[src/rtl/grng_hat_sched.sv]
// grng_hat_sched
// Request scheduler and sequencer for the multihat Gaussian sample pipeline.
// Shares one fixed-latency, non-stallable hat multiplier pipeline between NREQ
// consumers. Uniform words from the URNG are issued one per cycle at most. Each
// issued word carries its requester ID through a tag shift register that matches
// the pipeline latency. The pipeline result is captured into a result FIFO
// together with that ID. A credit rule (FIFO occupancy + tags in flight <
// FDEPTH) means the FIFO can never overflow, so the pipeline never has to stall.
//
// Ports
//   i_clk          single clock, all logic on posedge
//   i_reset        synchronous active-low reset (0 = reset)
//   i_req          level request per consumer, held until its ack bit is seen
//   o_ack          one-hot, one-cycle grant pulse (the sample has been issued)
//   i_urng_valid   i_urng_data is valid
//   i_urng_data    32-bit uniform random word
//   o_urng_ready   word consumed this cycle (same as issue)
//   o_hat_in       hat pipeline input
//   i_hat_out      hat pipeline output, LAT edges after o_hat_in
//   o_out_valid    result FIFO not empty
//   i_out_ready    consumer accepts the head sample
//   o_out_data     Gaussian sample at the FIFO head
//   o_out_id       requester ID of the head sample
//   o_busy         any tag in flight or FIFO not empty
module grng_hat_sched #(
  parameter int unsigned NREQ   = 4,
  parameter int unsigned LAT    = 3,
  parameter int unsigned FDEPTH = 4,
  parameter int unsigned IDW    = (NREQ > 1) ? $clog2(NREQ) : 1
) (
  input  logic            i_clk,
  input  logic            i_reset,
  input  logic [NREQ-1:0] i_req,
  output logic [NREQ-1:0] o_ack,
  input  logic            i_urng_valid,
  input  logic [31:0]     i_urng_data,
  output logic            o_urng_ready,
  output logic [31:0]     o_hat_in,
  input  logic [15:0]     i_hat_out,
  output logic            o_out_valid,
  input  logic            i_out_ready,
  output logic [15:0]     o_out_data,
  output logic [IDW-1:0]  o_out_id,
  output logic            o_busy
);

  localparam int unsigned PW  = (FDEPTH > 1) ? $clog2(FDEPTH) : 1;
  localparam int unsigned CW  = $clog2(FDEPTH + 1);
  localparam int unsigned IFW = $clog2(LAT + 1);

  // Tag pipeline: one {valid, id} entry per hat pipeline stage.
  logic [LAT-1:0] r_tag_valid;
  logic [IDW-1:0] r_tag_id [LAT];

  // Issue-side state.
  logic [31:0]    r_last_word;
  logic [IDW-1:0] r_last_grant;

  // Result FIFO.
  logic [15:0]    r_fifo_data [FDEPTH];
  logic [IDW-1:0] r_fifo_id   [FDEPTH];
  logic [PW-1:0]  r_head;
  logic [PW-1:0]  r_tail;
  logic [CW-1:0]  r_count;

  logic [IFW-1:0] w_inflight;
  logic           w_credit_ok;
  logic           w_issue;
  logic [IDW-1:0] w_winner;
  logic [IDW-1:0] w_cand;
  logic           w_found;
  logic           w_push;
  logic           w_pop;

  function automatic logic [PW-1:0] ptr_inc(input logic [PW-1:0] ptr);
    if (32'(ptr) == FDEPTH - 1) begin
      return '0;
    end
    return ptr + PW'(1);
  endfunction

  // Exact count of valid tags; a popcount keeps it correct across resets.
  always_comb begin
    w_inflight = '0;
    for (int unsigned i = 0; i < LAT; i++) begin
      w_inflight = w_inflight + IFW'(r_tag_valid[i]);
    end
  end

  // Registered values only: a pop this cycle does not free a credit until next cycle,
  // which keeps o_ack/o_urng_ready independent of i_out_ready.
  assign w_credit_ok = (32'(r_count) + 32'(w_inflight)) < FDEPTH;

  // Round-robin: search starts one past the last grant and wraps modulo NREQ.
  always_comb begin
    w_winner = '0;
    w_cand   = '0;
    w_found  = 1'b0;
    for (int unsigned k = 1; k <= NREQ; k++) begin
      w_cand = IDW'((32'(r_last_grant) + k) % NREQ);
      if (!w_found && i_req[w_cand]) begin
        w_found  = 1'b1;
        w_winner = w_cand;
      end
    end
  end

  assign w_issue = i_urng_valid & w_found & w_credit_ok;

  always_comb begin
    o_ack = '0;
    if (w_issue) begin
      o_ack[w_winner] = 1'b1;
    end
  end

  assign o_urng_ready = w_issue;
  // Hold the previous word when idle so the pipeline's mixing bits stay stable.
  assign o_hat_in     = w_issue ? i_urng_data : r_last_word;

  always_ff @(posedge i_clk) begin
    if (!i_reset) begin
      r_last_word  <= '0;
      r_last_grant <= IDW'(NREQ - 1);
    end else if (w_issue) begin
      r_last_word  <= i_urng_data;
      r_last_grant <= w_winner;
    end
  end

  // Clearing the valid bits is what discards samples already in the hat pipeline.
  always_ff @(posedge i_clk) begin
    if (!i_reset) begin
      r_tag_valid <= '0;
    end else begin
      r_tag_valid[0] <= w_issue;
      for (int unsigned i = 1; i < LAT; i++) begin
        r_tag_valid[i] <= r_tag_valid[i-1];
      end
    end
  end

  // IDs are only meaningful alongside a valid bit, so they need no reset.
  always_ff @(posedge i_clk) begin
    r_tag_id[0] <= w_winner;
    for (int unsigned i = 1; i < LAT; i++) begin
      r_tag_id[i] <= r_tag_id[i-1];
    end
  end

  assign w_push = r_tag_valid[LAT-1];
  assign w_pop  = o_out_valid & i_out_ready;

  always_ff @(posedge i_clk) begin
    if (w_push) begin
      r_fifo_data[r_tail] <= i_hat_out;
      r_fifo_id[r_tail]   <= r_tag_id[LAT-1];
    end
  end

  always_ff @(posedge i_clk) begin
    if (!i_reset) begin
      r_head  <= '0;
      r_tail  <= '0;
      r_count <= '0;
    end else begin
      if (w_push) begin
        r_tail <= ptr_inc(r_tail);
      end
      if (w_pop) begin
        r_head <= ptr_inc(r_head);
      end
      unique case ({w_push, w_pop})
        2'b10:   r_count <= r_count + CW'(1);
        2'b01:   r_count <= r_count - CW'(1);
        default: r_count <= r_count;
      endcase
    end
  end

  assign o_out_valid = (r_count != '0);
  assign o_out_data  = r_fifo_data[r_head];
  assign o_out_id    = r_fifo_id[r_head];
  assign o_busy      = (w_inflight != '0) | o_out_valid;

endmodule

[config.mk]
export PLATFORM = sky130hd
export DESIGN_NAME = grng_hat_sched
export DESIGN_NICKNAME = d
export VERILOG_FILES = /design/src/rtl/grng_hat_sched.sv
export SDC_FILE = /design/constraint.sdc
export NUM_CORES = 1
export LEC_CHECK = 0
export ABC_AREA = 1
export BUFFER_PORTS_ARGS = -buffer_cell sky130_fd_sc_hd__buf_2
export CELL_PAD_IN_SITES_DETAIL_PLACEMENT = 1
export CELL_PAD_IN_SITES_GLOBAL_PLACEMENT = 2
export CORE_ASPECT_RATIO = 0.6
export CORE_MARGIN = 4
export CORE_UTILIZATION = 36
export CTS_CLUSTER_DIAMETER = 50
export DETAILED_ROUTE_END_ITERATION = 12
export GPL_TIMING_DRIVEN = 0
export PLACE_DENSITY = 0.95
export SLEW_MARGIN = 25
export SYNTH_ARGS = -nofsm -noshare
export SYNTH_HDL_FRONTEND = slang
export SYNTH_SLANG_ARGS = --single-unit
[constraint.sdc]
create_clock -name i_clk -period 5.35 [get_ports i_clk]
set_clock_uncertainty 0.05 [all_clocks]
set_input_delay 0.2675 -clock i_clk [delete_from_list [all_inputs] [get_ports i_clk]]
set_output_delay 0.2675 -clock i_clk [all_outputs]
set_load 0.02 [all_outputs]
==> metrics.md, run 1 <==
| Metric | Value |
|---|---|
| First-pass GRT wire length | 23300 um |
| Initial core utilization | 0.370 |
| Yosys warns | 0 |
| Syn Nets | 626 |
| Final nets | 756 |
| P per Cell Area | 487 nW/um2 |
| Ant. Diodes | 0 |
| Mapped Cells | 561 |
| Final setup margin | 2.13 ns |
| TritonCTS clock tree | built |
| Tot GR Track Use | 0.175 |
| DRC Markers | 0 |
| Arrival time worst endpoint | 2.91 ns |
| CTS clk-pin slew, worst paths | 0.06 ns |
| Row cnt | 34 |
| Max-cap violation count | 0 |
| Util after Layout | 0.469 |
| Final setup viols | 0 |
| Core ar. | 14600 um2 |
| Die Area | 17100 um2 |
| CP required | 5.03 ns |
| I/O pin total | 113 |
| Htree depth | 4 |
| Post-route setup TNS | 0 ns |
| Min-delay worst type | in -> reg |
| Input/output buffers | 111 |
| Wire length per cell | 16.5 um |
| FILL cells | 1707 |
| Die span in y | 103 um |
| Pre-CTS setup slack | 2.54 ns |
| Final WL | 14900 um |
| CTS buffer count | 17 |
| Cts repair resizes | 0 |
| Max_slew headroom | 0.403 |
| Share of layout cells above drive strength 1 | 0.277 |
| DP HPWL | 10600 um |
| Total clock sinks | 124 |
| Critical path class | reg -> out |
| Synth area leader | edfxtp_1 |
| Iteration count of the initial detailed-routing pass | 5 |
| Yosys cell types | 29 |
| Hold WS | 0.0210 ns |
| DIE WIDTH | 166 um |
| Synth Cell Area | 5420 um2 |
| Post-CTS Hold Buffers | 0 |
| Skew-Pair Late Insertion Delay | 0.41 ns |
| Post-synth top area share | 0.399 |
| Worst Tran Pin Value | 0.895 ns |
| Pleak | 3.12 nW |
| Top cells by area, synth | edfxtp_1, dfxtp_1, inv_1, nand2_1, nor2_1 |
| Synthesis-to-finish area growth | 26.7% |
| DR vias | 4262 |
| Vias in the first global route | 4617 |
| Total power draw | 3.35 mW |
| Largest net degree at the start of global routing | 19 |
| Final count of pins violating max slew | 0 |
| RSZ-0062 raised after global routing | false |
| Routed vias/inst | 4.73 |
| Tcrit/Tclk final | 0.603 |
| Worst setup EP type | primary output |
| Fmax | 310 MHz |
| Initial antenna violation count | 0 |
| Syn_area_per_cell | 9.66 um2 |
| Startpoint Class | flop |
| Outcome | finished clean |
| Minimum clock period | 3.22 ns |
| Grt total ovfl | 0 |
| Initial DRC count | 139 |
| Seq/Total Area, Yosys | 0.591 |
| Highest fanout seen on the critical path | 10 |
| Final Wtd Congestion | 0.746 |
| Final Hold Vio Count | 0 |
| Worst vdd ir | 0.000172 V |
| Root buffer cell | clkbuf_16 |
| DRT antenna net count | 0 |
| Post-CTS setup buffers | 0 |
| Post-synthesis register bit count | 124 |
| Max clock buf depth | 2 |
==> where the power goes <==
| group | total (mW) | leakage [nW] | internal, mW | switching (mW) |
|---|---|---|---|---|
| combinational | 0.944 | 1.74 | 0.306 | 0.639 |
| clock | 1.26 | 0.301 | 0.825 | 0.431 |
| sequential | 1.15 | 1.08 | 1.11 | 0.0398 |
==> layout make-up <==
cell class	count	area, um2	share of cell area
plain buffers	24	168	0.0244
clock buffers	17	425	0.0619
clock inverters	15	219	0.0319
inverters	93	352	0.0512
multi-input cells	320	1700	0.247
flip-flops and latches	124	3200	0.466
well taps	198	248	0.0361
repair buffers	111	556	0.0809
==> metrics by stage <==
stage                     cells  area, um2
final                       902       6870
after global routing        902       6870
after CTS                   902       6870
after detailed placement    870       6220
after global placement      870       6220
after floorplan             561       5420
==> layout by cell type (no fill, tap or decap) <==
cell type / Yosys / final
nand2_2: 31 / 31
nand2_1: 83 / 83
nand4_1: 2 / 2
inv_2: 2 / 2
clkinv_1: 2 / 4
inv_4: 1 / 1
ha_1: 7 / 7
bufinv_16: 0 / 5
nand3b_1: 32 / 32
buf_2: 3 / 114
clkinv_2: 0 / 1
a311oi_4: 1 / 1
inv_6: 0 / 2
clkinvlp_4: 0 / 4
nand3_1: 6 / 6
a21oi_1: 9 / 9
o21ai_0: 42 / 42
nor2_1: 75 / 75
o22ai_1: 18 / 18
buf_12: 2 / 2
nand3_4: 1 / 1
clkbuf_16: 0 / 17
nor2_4: 1 / 1
nand2_8: 1 / 1
clkinv_4: 0 / 1
nor3_1: 2 / 2
buf_6: 4 / 4
buf_8: 1 / 1
o211a_1: 1 / 1
edfxtp_1: 72 / 72
inv_1: 88 / 88
dfxtp_1: 52 / 52
nor2_2: 6 / 6
fa_1: 2 / 2
clkbuf_1: 14 / 14
==> worst max-delay path, cell delays in order, from the launching register on <==
cell	delay, ns
dfxtp_1	0.32
fa_1	0.45
ha_1	0.33
a311oi_4	0.60
buf_2	0.33
nand3b_1	0.11
nand2_1	0.12
inv_1	0.06
buf_2	0.15
==> cell usage after synthesis, drive strengths merged <==
cell / count
a21oi: 9
a311oi: 1
buf: 10
clkbuf: 14
clkinv: 2
dfxtp: 52
edfxtp: 72
fa: 2
ha: 7
inv: 91
nand2: 115
nand3: 7
nand3b: 32
nand4: 2
nor2: 82
nor3: 2
o211a: 1
o21ai: 42
o22ai: 18
==> cells by family after synthesis <==
| group | after synthesis | share of synthesized area |
|---|---|---|
| AOI/OAI and AO/OA | 71 | 0.0746 |
| adders and majority gates | 9 | 0.0235 |
| buffers and inverters | 117 | 0.0958 |
| DFF | 124 | 0.591 |
| and+or+nand+nor | 240 | 0.215 |
==> metal layers <==
| metal | wire [um] | GRT usage | share of wire |
|---|---|---|---|
| met1 | 6830 | 0.220 | 0.46 |
| met2 | 7130 | 0.303 | 0.48 |
| met3 | 771 | 0.0460 | 0.052 |
| met4 | 139 | 0.0471 | 0.0094 |
| met5 | 0 | 0 | 0 |
==> final timing paths <==
| check | startpoint | to | slack [ns] | depth (start not counted) |
|---|---|---|---|---|
| worst max-delay path | r_tag_valid[0]$_SDFF_PN0_ | o_hat_in[8] | 2.13 | 8 |
| worst min-delay path | i_hat_out[5] | r_fifo_data[2][5]$_DFFE_PP_ | 0.02 | 1 |
| worst max register to register | r_tag_valid[0]$_SDFF_PN0_ | r_last_word[8]$_SDFF_PN0_ | 2.84 | 7 |
| worst min register to register | r_tag_id[0][3]$_DFF_P_ | r_tag_id[0][5]$_DFF_P_ | 0.28 | 0 |
==> sequential cells by signal (all words and copies together) (netlist names), named ones only <==
register	count
r_fifo_data	64
r_last_word	32
r_fifo_id	8
r_tag_id	6
r_count	3
r_tag_valid	3
r_head	2
r_last_grant	2
r_tail	2
(Power assumes the default switching activity.)
==> inputs of run 2 (changes only) <==
Settings changed: ABC_AREA 1 to 0, CORE_UTILIZATION 36 to 34, PLACE_DENSITY 0.95 to 0.86.
Clock period 5.35 ns to 2.7 ns, I/O delays scaled along.
==> run 2 against run 1 <==
  * Setup slack lost 2.0 ns
  * Combinational power down 28%
  * Sequential share of layout area grew 2.3 points
  * Hold slack better by 0.0049 ns
  * Synthesized cell count shrank 48%
  * Global-route usage down 3.3 points
  * Non-clock buffer count rose by 12
  * Area after synthesis is 9.9% lower
  * Power grew 48%
  * Cell count is 27% lower
  * Via count down 32%
  * Die area down 4.4%
  * Critical endpoint is now o_out_data[5]
==> metrics.md, run 2 <==
| Metric | Value |
|---|---|
| I/O pin total | 113 (unchanged) |
| DP HPWL | 7410 um (-30%) |
| Hold WS | 0.0259 ns (+0.00493 ns) |
| P per Cell Area | 756 nW/um2 (+55%) |
| Startpoint Class | flop |
| Tot GR Track Use | 0.142 (-0.0326) |
| CP peak stage delay | 0.63 ns (+0.03 ns) |
| Input/output buffers | 112 (+0.90%) |
| Post-synth ARST share | 0 (unchanged) |
| Worst vdd ir | 0.000367 V (+110%) |
| Critical path class | reg -> out |
| Mapped Cells | 294 (-48%) |
| Yosys warns | 0 (unchanged) |
| Row cnt | 33 (-2.9%) |
| Iteration count of the initial detailed-routing pass | 4 (-1) |
| Number of synthesized flops with an enable pin | 72 (unchanged) |
| Most frequent cells in the layout | buf_2, edfxtp_1, dfxtp_1, and2_1, mux2_4 |
| RR Endpoint | r_count[2]$_SDFFE_PN0P_ |
| Total power draw | 4.95 mW (+48%) |
| Seq/Total Area, Yosys | 0.656 (+0.0653) |
| Worst Tran Pin Value | 1.00 ns (+0.108 ns) |
| Largest registers | r_fifo_data x64, r_last_word x32, r_fifo_id x8 |
| DRC Markers | 0 (unchanged) |
| Synth Flop Type | edfxtp_1 |
| Post-synth top area share | 0.443 (+0.0441) |
| Worst-path cell chain | buf_1, clkbuf_1, mux4_2, buf_2 |
| Initial core utilization | 0.353 (-0.0175) |
| Final count of pins violating max slew | 0 (unchanged) |
| Skew-Pair Late Insertion Delay | 0.40 ns (about the same) |
| Die Area | 16400 um2 (-4.4%) |
| Post-synthesis register bit count | 124 (unchanged) |
| Critical path endpoint | o_out_data[5] |
| Worst R2R Setup Slack | 0.50 ns (-2.34 ns) |
| Yosys cell types | 34 (+17%) |
| Synth Cell Area | 4880 um2 (-9.9%) |
| DIE WIDTH | 163 um (-2.2%) |
| CTS buffer count | 17 (unchanged) |
| Post-route setup TNS | 0 ns (unchanged) |
| Placed cell areas | 5680 um2 (-8.7%) |
| Max_slew headroom | 0.331 (-0.0710) |
| TritonCTS clock tree | built |
| Tcrit/Tclk final | 0.969 |
| Pre-CTS setup slack | 0.322 ns (-2.22 ns) |
| Final nets | 514 (-32%) |
| Outcome | finished clean |
| Htree depth | 4 (unchanged) |
| Top cells by area, synth | edfxtp_1, dfxtp_1, mux2_4, mux4_2, and2_1 |
| Fmax | 382 MHz |
| Slowest cell on the critical path | clkbuf_1 |
| Most frequent cells after synthesis | edfxtp_1, dfxtp_1, and2_1 |
| Root buffer cell | clkbuf_16 |
| Worst setup EP type | primary output |
| CTS clk-pin slew, worst paths | 0.06 ns (about the same) |
| Min-delay worst type | in -> reg |
| Max reg flops | 64 (unchanged) |
| Final Wtd Congestion | 0.722 (-3.3%) |
| Largest net degree at the start of global routing | 19 (unchanged) |
| Worst r2r src | r_count[1]$_SDFFE_PN0P_ |
| DRT antenna net count | 0 (unchanged) |
| Highest fanout seen on the critical path | 10 (unchanged) |
| Synthesis-to-finish area growth | 34.1% |
| Max clock buf depth | 2 (unchanged) |
| Final Hold Vio Count | 0 (unchanged) |
| Routed vias/inst | 4.46 (-5.5%) |
| Ant. Diodes | 0 (unchanged) |
| Pleak | 2.64 nW (-15%) |
| DR vias | 2919 (-32%) |
| FILL cells | 1398 (-18%) |
| Final setup margin | 0.0831 ns (-2.04 ns) |
| Arrival time worst endpoint | 2.43 ns (-0.48 ns) |
| Grt total ovfl | 0 (unchanged) |
| Die span in y | 101 um (-2.2%) |
| Most numerous cell in the Yosys netlist | edfxtp_1 |
| First-pass GRT wire length | 17700 um (-24%) |
| Final WL | 11300 um (-24%) |
| Wire length per cell | 17.3 um (+5.0%) |
| Initial antenna violation count | 1 (+1) |
| Synth area leader | edfxtp_1 |
| Commonest non-fill, non-tap cell in the layout | buf_2 |
| Total clock sinks | 124 (unchanged) |
| Largest Register | r_fifo_data |
| Fin area | 6540 um2 (-4.7%) |
| Final setup viols | 0 (unchanged) |
| Share of layout cells above drive strength 1 | 0.468 (+0.191) |
| Core ar. | 13800 um2 (-5.5%) |
| Minimum clock period | 2.62 ns |
| CP required | 2.52 ns (-2.51 ns) |
| Max-cap violation count | 0 (unchanged) |
| Syn_area_per_cell | 16.6 um2 (+72%) |
| Vias in the first global route | 3208 (-31%) |
| Syn Nets | 359 (-43%) |
| R2R depth | 9 (+2) |
| Initial DRC count | 114 (-18%) |
run 2: changes by cell type after synthesis, moves of 31 or more:
cell      change
o21ai_0      -39
nand2_1      -78
nor2_1       -64
inv_1        -79
nand3b_1     -32
and2_1       +38
nand2_2      -31
run 2: power breakdown:
part	switching [mW]	internal, mW
clock network	0.885	1.28
registers	0.0350	2.07
logic	0.350	0.326
run 2: final cells by class:
type                    instances  area (um2)  area share
repair buffers                136         830       0.127
clock buffers                  17         425      0.0650
clock inverters                15         139      0.0212
flip-flops and latches        124        3210       0.490
multi-input cells             149        1570       0.241
plain buffers                  11        92.6      0.0141
inverters                      10        37.5     0.00574
well taps                     192         240      0.0367
run 2: through the flow:
stage	instances	utilization
finish	654	0.473
global route	654	0.473
CTS	650	0.469
detailed placement	598	0.411
global placement	598	0.411
floorplan	294	-
run 2: kinds of logic (layout without fill, tap and decap cells):
group | count (synthesis) | in the layout | synth area share
DFF | 124 | 124 | 0.656
and+or+nand+nor | 73 | 73 | 0.0890
muxes | 51 | 51 | 0.180
buffers and inverters | 21 | 189 | 0.0267
AOI/OAI and AO/OA | 14 | 14 | 0.0179
adders and majority gates | 9 | 9 | 0.0261
xor gates and xnor gates | 2 | 2 | 0.00359
run 2: timing repair:
item / 4_1_cts / 5_1_grt
hold buffers: 17 / 0
pin swaps: 2 / 2
cloned: 1 / 0
endpoints found under the hold margin: 66 / 0
buffers inserted: 2 / 3
resized for setup: 5 / 4
setup endpoints to repair: 28 / 26
run 2: metal layers:
metal	part of all wire	routed length (um)	global-route usage
met1	0.46	5180	0.179
met2	0.45	5110	0.220
met3	0.083	938	0.0687
met4	0.0060	68	0.0387
met5	0.0011	12	0
run 2: worst min path at each step:
stage                             endpoint                    from  cells after the start
3_5_place_dp        r_tag_id[0][3]$_DFF_P_  r_tag_id[0][1]$_DFF_P_                      0
6_report         r_last_word[1]$_SDFF_PN0_          i_urng_data[1]                      3
5_1_grt         r_last_word[21]$_SDFF_PN0_         i_urng_data[21]                      3
2_1_floorplan  r_fifo_data[0][0]$_DFFE_PP_            i_hat_out[0]                      0
3_3_place_gp        r_tag_id[0][3]$_DFF_P_  r_tag_id[0][1]$_DFF_P_                      0
4_1_cts             r_tag_id[0][1]$_DFF_P_                i_req[2]                      3
run 2: critical path: cells and delay by family, from the launching register on:
family | cells | cell delay [ns]
buffers and inverters | 3 | 1.28
flip-flops | 1 | 0.31
multiplexers | 1 | 0.44
